==> src/rtl/priority_drain_encoder_pkg.sv <==
// Shared constants for the priority drain encoder: FSM state encoding and N limits.
package penc_pkg;

   localparam int STATE_W = 2;
   localparam int N_MIN   = 2;
   localparam int N_MAX   = 64;

   typedef enum logic [STATE_W-1:0] {
      IDLE  = 2'd0,
      DRAIN = 2'd1,
      EMPTY = 2'd2
   } state_t;

endpackage

==> src/rtl/priority_drain_encoder_if.sv <==
// Request-in / index-out handshake bundle. out_last exists only with PENC_LAST_EN defined.
interface priority_drain_encoder_if #(
   parameter int N = 8
);
   localparam int W = $clog2(N);

   logic         in_valid;
   logic [N-1:0] in_req;
   logic         in_ready;
   logic         out_valid;
   logic         out_ready;
   logic [W-1:0] out_idx;
   logic         out_none;
`ifdef PENC_LAST_EN
   logic         out_last;
`endif

   // master: the environment offering vectors and consuming beats
   modport master (
      output in_valid, in_req, out_ready,
      input  in_ready, out_valid, out_idx, out_none
`ifdef PENC_LAST_EN
      , input out_last
`endif
   );

   // slave: the encoder itself
   modport slave (
      input  in_valid, in_req, out_ready,
      output in_ready, out_valid, out_idx, out_none
`ifdef PENC_LAST_EN
      , output out_last
`endif
   );

endinterface

==> src/rtl/priority_drain_encoder_find.sv <==
// Combinational priority pick over a vector: returns index and one-hot of the winning bit.
module penc_find #(
   parameter int  N         = 8,
   parameter bit  MSB_FIRST = 1'b1,
   localparam int W         = $clog2(N)
) (
   input  logic [N-1:0] vec,
   output logic [W-1:0] idx,
   output logic [N-1:0] onehot
);

   // Later hits overwrite earlier ones, so scan direction sets the priority.
   always_comb begin
      idx    = '0;
      onehot = '0;
      if (MSB_FIRST) begin
         for (int i = 0; i < N; i++) begin
            if (vec[i]) begin
               idx       = W'(i);
               onehot    = '0;
               onehot[i] = 1'b1;
            end
         end
      end else begin
         for (int i = N - 1; i >= 0; i--) begin
            if (vec[i]) begin
               idx       = W'(i);
               onehot    = '0;
               onehot[i] = 1'b1;
            end
         end
      end
   end

endmodule

==> src/rtl/priority_drain_encoder.sv <==
// Registered priority drain encoder: captures a request vector, emits one index per output beat.
// Optional out_last beat marker is built when PENC_LAST_EN is defined.
module priority_drain_encoder
   import penc_pkg::*;
#(
   parameter int N         = 8,
   parameter bit MSB_FIRST = 1'b1
) (
   input logic                      clk,
   input logic                      rst,
   priority_drain_encoder_if.slave  bus
);

   localparam int W = $clog2(N);

   state_t       state, state_nx;
   logic [N-1:0] pending, pending_nx;
   logic [N-1:0] pick;
   logic [W-1:0] pick_idx;
   logic         hs_in, hs_out;
   logic         final_beat;

   penc_find #(
      .N         (N),
      .MSB_FIRST (MSB_FIRST)
   ) u_find (
      .vec    (pending),
      .idx    (pick_idx),
      .onehot (pick)
   );

   assign hs_in  = bus.in_valid  & bus.in_ready;
   assign hs_out = bus.out_valid & bus.out_ready;

   // The current beat is final when only the picked bit is left (or the vector was empty).
   assign final_beat = (state == EMPTY) || ((state == DRAIN) && (pending == pick));

   always_ff @(posedge clk or posedge rst) begin
      if (rst) begin
         state   <= IDLE;
         pending <= '0;
      end else begin
         state   <= state_nx;
         pending <= pending_nx;
      end
   end

   always_comb begin
      state_nx   = state;
      pending_nx = pending;
      case (state)
         IDLE: begin
            if (hs_in) begin
               if (|bus.in_req) begin
                  pending_nx = bus.in_req;
                  state_nx   = DRAIN;
               end else begin
                  state_nx   = EMPTY;
               end
            end
         end
         DRAIN: begin
            if (hs_out) begin
               pending_nx = pending & ~pick;
               if (final_beat) state_nx = IDLE;
            end
         end
         EMPTY: begin
            if (hs_out) state_nx = IDLE;
         end
         default: begin
            state_nx   = IDLE;
            pending_nx = '0;
         end
      endcase
   end

   // in_ready is masked by rst so it stays low for the whole reset window.
   assign bus.in_ready  = (state == IDLE) && !rst;
   assign bus.out_valid = (state == DRAIN) || (state == EMPTY);
   assign bus.out_idx   = (state == DRAIN) ? pick_idx : '0;
   assign bus.out_none  = (state == EMPTY);
`ifdef PENC_LAST_EN
   assign bus.out_last  = final_beat;
`endif

endmodule

==> src/flat_wrapper.sv <==
// flat-port wrapper written by rule: the top's interface ports become plain ports
module priority_drain_encoder_flat import penc_pkg::*;
#(
   parameter int N         = 8,
   parameter bit MSB_FIRST = 1'b1
)
  (clk, rst, bus_in_valid, bus_in_req, bus_out_ready, bus_in_ready, bus_out_valid, bus_out_idx, bus_out_none);
  priority_drain_encoder_if #(.N(N)) bus_i ();
  input logic clk;
  input logic rst;
  input wire logic [$bits(bus_i.in_valid)-1:0] bus_in_valid;
  input wire logic [$bits(bus_i.in_req)-1:0] bus_in_req;
  input wire logic [$bits(bus_i.out_ready)-1:0] bus_out_ready;
  output wire logic [$bits(bus_i.in_ready)-1:0] bus_in_ready;
  output wire logic [$bits(bus_i.out_valid)-1:0] bus_out_valid;
  output wire logic [$bits(bus_i.out_idx)-1:0] bus_out_idx;
  output wire logic [$bits(bus_i.out_none)-1:0] bus_out_none;
  assign bus_i.in_valid = bus_in_valid;
  assign bus_i.in_req = bus_in_req;
  assign bus_i.out_ready = bus_out_ready;
  assign bus_in_ready = bus_i.in_ready;
  assign bus_out_valid = bus_i.out_valid;
  assign bus_out_idx = bus_i.out_idx;
  assign bus_out_none = bus_i.out_none;
  priority_drain_encoder #(.N(N), .MSB_FIRST(MSB_FIRST)) u_core (.clk(clk), .rst(rst), .bus(bus_i));
endmodule
==> config.mk <==
export PLATFORM = sky130hd
export DESIGN_NAME = priority_drain_encoder_flat
export DESIGN_NICKNAME = d
export VERILOG_FILES = /design/src/rtl/priority_drain_encoder_pkg.sv /design/src/rtl/priority_drain_encoder_if.sv /design/src/rtl/priority_drain_encoder_find.sv /design/src/rtl/priority_drain_encoder.sv /design/src/flat_wrapper.sv
export SDC_FILE = /design/constraint.sdc
export NUM_CORES = 1
export LEC_CHECK = 0
export CAP_MARGIN = 20
export CORE_MARGIN = 2
export CORE_UTILIZATION = 40
export DETAILED_ROUTE_END_ITERATION = 7
export PLACE_DENSITY = 0.64
export SETUP_SLACK_MARGIN = 0.5
export SLEW_MARGIN = 10
export SYNTH_ARGS = -nofsm -noshare
export SYNTH_HDL_FRONTEND = slang
export SYNTH_SLANG_ARGS = --single-unit
==> constraint.sdc <==
create_clock -name clk -period 2.7 [get_ports clk]
set_clock_uncertainty 0.15 [all_clocks]
set_input_delay 0.54 -clock clk [delete_from_list [all_inputs] [get_ports clk]]
set_output_delay 0.54 -clock clk [all_outputs]
set_load 0.02 [all_outputs]
Word level (Yosys, flattened, before mapping) --
Cells that the tools add are included.
Storage, ports and cells: register bits 10, output and inout bits 6
Operators by class: equality and inequality tests 8, mux-type cells 26, bitwise gates (word level) 5, reductions and logical operators 9
Operator list (count):
- 8-bit two-way mux | 10
- 8-bit one-hot mux with 3 select lines | 1
- 3-bit two-way mux | 7
- 2-bit two-way mux | 5
- 2-bit by 1-bit != test with 1-bit output, second input constant | 5
- 8-bit AND | 1
- 8-bit == test | 1
- 8-bit NOT | 1
- 4-bit AND reduction | 2
- 8-bit OR reduction | 1
- 2-bit one-hot mux with 3 select lines | 1
- 1-bit AND | 2
- 2-bit by 1-bit == test with 1-bit output, second input constant | 1
- 2-bit == test, second input constant | 1
- 1-bit logical AND | 2
- 2-bit logical NOT | 1
- 1-bit logical OR | 2
- 1-bit two-way mux | 2
- 1-bit logical NOT | 1
- 1-bit NOT | 1

Logic depth before layout (Yosys ltp) --
depth after elaboration 14, depth in mapped cells 8, gate-level depth less buffers 8

Hierarchy --
Synthesis repeated with hierarchy kept, for this count alone.
Second synthesis, totals: cells, all modules 89, area, all modules 970.9 um^2
Modules (own cells, without submodules):
- priority_drain_encoder | instances 1, cells each 71, area each 844.6 um^2, seq. area each 250.2 um^2
- penc_find | instances 1, cells each 18, area each 126.4 um^2, seq. area each 0.0 um^2

Worst setup path before layout --
OpenSTA, ideal clock, no wires.
kind register to register, start point register u_core.pending[4], end point register u_core.state[0], arrival time 2.118 ns, path slack 0.307 ns, stages on the path, launching flop included 9, path buffers 0, period minus slack after synthesis 2.393 ns, cell sequence dfrtp_1 nor4_1 nor2b_1 nand3_1 ha_1 nand4_1 a211oi_1 o32ai_2 mux2_4
Between the ends: cells in the longest elaborated chain, start to end 9
RTL lines:
- from (decl) | RTL line priority_drain_encoder.sv:17 | logic [N-1:0] pending, pending_nx;
- from (signal assigned) | RTL line priority_drain_encoder.sv:44 | pending <= pending_nx;
- 8-bit two-way mux (4 in series) | RTL line priority_drain_encoder_find.sv:18 | if (vec[i]) begin
- 8-bit == test (*) | RTL line priority_drain_encoder.sv:36 | assign final_beat = (state == EMPTY) || ((state == DRAIN) && (pending == pick));
- 1-bit logical AND (*) | RTL line priority_drain_encoder.sv:36
- 1-bit logical OR (*) | RTL line priority_drain_encoder.sv:36
- 2-bit by 1-bit != test with 1-bit output (no source line) (*)
- 4-bit AND reduction (no source line) (*)
- to (signal assigned) | RTL line priority_drain_encoder.sv:43 | state <= state_nx;
- to (decl) | RTL line priority_drain_encoder.sv:16 | state_t state, state_nx;
Mark *: on every way between the ends. The rest lies on a longest branch, timed or not. A chain may end at the register's enable or synchronous reset.

Final worst setup path --
Same ends and word-level chain as after synthesis.

==> metrics <==
Pleak between 0.5 and 0.6 nW; Setup Viol. Count Final 0; #FFs+latches synth 10; status completed; Worst Setup End Kind flop; RSZ-0062 raised after global routing yes; Routed WL per cell 15.1 microns; post-detail-place hpwl 1480 microns; sequential fraction of the synthesis area 31.5%; Clk pwr share 11.3%; FP Rows 16; ANT cells 0; Power per Cell Area 1140 nW/um^2; Synth Area per Inst 9.12 sq um; # Max-Cap Violations 0; area of the multi-input gates 520 sq um; Period Utilization, post-route 86.7%; Die ar. 2360 sq um; # IOs 18; first-pass GRT wire length between 3000 and 4000 microns; cts bufs inserted 3; asr flop ratio synth 100%; violation count after the first detailed-route iteration 25; Post-layout nets 140; final setup margin 358 ps; Routability Congestion 0.845; Die W 48.5 microns; number of flops mapped to enable cells by yosys 0; clock latency at the later pin of the worst-skew pair 290 ps; CTS tree built; Synth Flop Type dfrtp_1; crit-path max cell delay 390 ps; Worst Max-Slew Pin Slew about 450 ps; CP arrival 2370 ps; worst ir drop on vdd 611 uV; clock-pin slew on the worst setup and hold paths 70 ps; Synth top area share around a third; net count after synthesis about 110; FILL cells 184; critical path's top delay family simple AND/OR/NAND/NOR gates; Clock Tree Buf Depth 2; Post-Place Worst Slack 297 ps; vias in the first global route ~770; number of synthesis warnings 0; sequential cell area between 200 and 300 sq um; Synth Cell Area around 800 sq um; Pre-Repair DR Iteration Count 4; hold crit path type flop to flop; Starting Density 41.3%; layout cells sized above 1 about a quarter; commonest cells after routing, fill and taps aside buf_4 (14), clkdlybuf4s50_1 (11), dfrtp_1 (10); Post-route DRC 0; total track usage between 20% and 30%; Port Buffer Count 17; Cells after Synth a little under 90; sequential power share 23.4%; Layout Area Growth over Synthesis 42.3%; Gate power share 65.3%; grt ovf 0; pin count of the biggest net entering global routing 17; sw frac 45.2%; Antenna Nets Post-Route 0; drt total wl 2190 microns; Rel. slew slack 70.1%; internal power around 0.00071 W; Crit Path Class flop to flop; Bufs and invs on worst path 0; max-slew violations 0; crit-path max FO 3; Sw Pwr 0.000581 W; Synth area leader dfrtp_1; critical path, cell by cell nor4_2 -> nor2b_4 -> nand3_2 -> ha_4 -> nand4_1 -> a211oi_2 -> o32ai_2 -> mux2_4; H-tree Lvls 1; CP required 2730 ps; setup TNS 0 ps; final hold violations 0; commonest non-fill, non-tap cell in the layout buf_4; Final min period 2340 ps; Die Y 48.5 microns; Setup crit start kind flop; Via density 5.43; Synth area leaders dfrtp_1 (32%), ha_1 (14%), a22oi_1 (6.6%); Slowest cell on crit path dfrtp_1; Root Driver clkbuf_4; Placeable Area 1920 sq um; Unique masters post-synth 28; DR vias 788; FMAX 427 MHz; initial antenna violation count 0; clock sinks 10
kinds of logic after synthesis:
group | Yosys count | synth area share [%]
adder cells (fa/ha/maj) | 9 | 14.2
AND/OR/NAND/NOR | 23 | 14.8
AO/OA/AOI/OAI | 31 | 28.9
flip-flops | 10 | 31.5
multiplexers | 2 | 3.15
buffers and inverters | 12 | 7.41
worst paths after layout:
| path | from | endpoint | slack, ps | cells past startpoint |
|---|---|---|---|---|
| min in group asynchronous | rst | u_core.state[0] | 470 | 2 |
| setup reg to reg | u_core.pending[4] | u_core.state[0] | 360 | 8 |
| setup / recovery | u_core.pending[4] | u_core.state[0] | 360 | 8 |
| hold / removal | u_core.state[0] | u_core.state[0] | 440 | 1 |
| max in group asynchronous | rst | u_core.pending[5] | 1620 | 2 |
| hold reg to reg | u_core.state[0] | u_core.state[0] | 440 | 1 |
final cells by class:
class	instances	share of cell area, %
clock buffers	4	3.22
inverters	8	2.66
multi-input cells	65	46.1
flip-flops and latches	10	22.2
well taps	27	2.99
repair buffers	31	22.8
per-stage QoR:
stage                     cell area (sq um)  power, W  utilization, %  hold slack [ps]  cells
final                                  1130   0.00129            58.7              442    145
after global routing                   1130   0.00140            58.7              437    145
after CTS                              1110   0.00125            57.8              431    144
after detailed placement               1020   0.00105            53.2              403    133
after global placement                 1020   0.00105            53.2              396    133
after floorplan                         802  0.000819               -              230     87
per-layer routing:
metal	up-vias	part of all wire (%)	track usage [%]
li1	390	-	-
met1	377	43	24.8
met2	19	51	34.5
met3	2	4.7	6.79
met4	0	1.1	5.71
met5	-	0	0
synthesized netlist by cell type (all sizes together), types with 2 or more instances:
cell type and number:
dfrtp 10, a21oi 9, ha 9, inv 8, a22oi 7, a31oi 6, nand2 6, nor2 6
buf 4, nand3 3, nor4 3, nor2b 2
state kept, by name (all words and copies together) (netlist names):
signal and count:
u_core.pending 8, u_core.state 2
power groups by stage:
stage | Clock, W | Sequential [W] | Combinational, W
2_1_floorplan | 0 | 0.000288 | 0.000531
3_3_place_gp | 0 | 0.000311 | 0.000736
3_5_place_dp | 0 | 0.000312 | 0.000734
4_1_cts | 0.000151 | 0.000292 | 0.000812
5_1_grt | 0.000159 | 0.000313 | 0.000930
6_report | 0.000145 | 0.000302 | 0.000841
repair_timing:
action                     in CTS  in global routing
hold buffers                    0                  0
setup endpoints to repair       8                  6
gates resized for setup         9                  9
pin swaps                       7                  4
buffers inserted                7                  1
worst reg2reg max path, stage by stage (launching register included):
cell	delay [ps]
dfrtp_1	390
nor4_2	340
nor2b_4	240
nand3_2	110
ha_4	250
nand4_1	100
a211oi_2	50
o32ai_2	280
mux2_4	330
(Power assumes the default switching activity.)
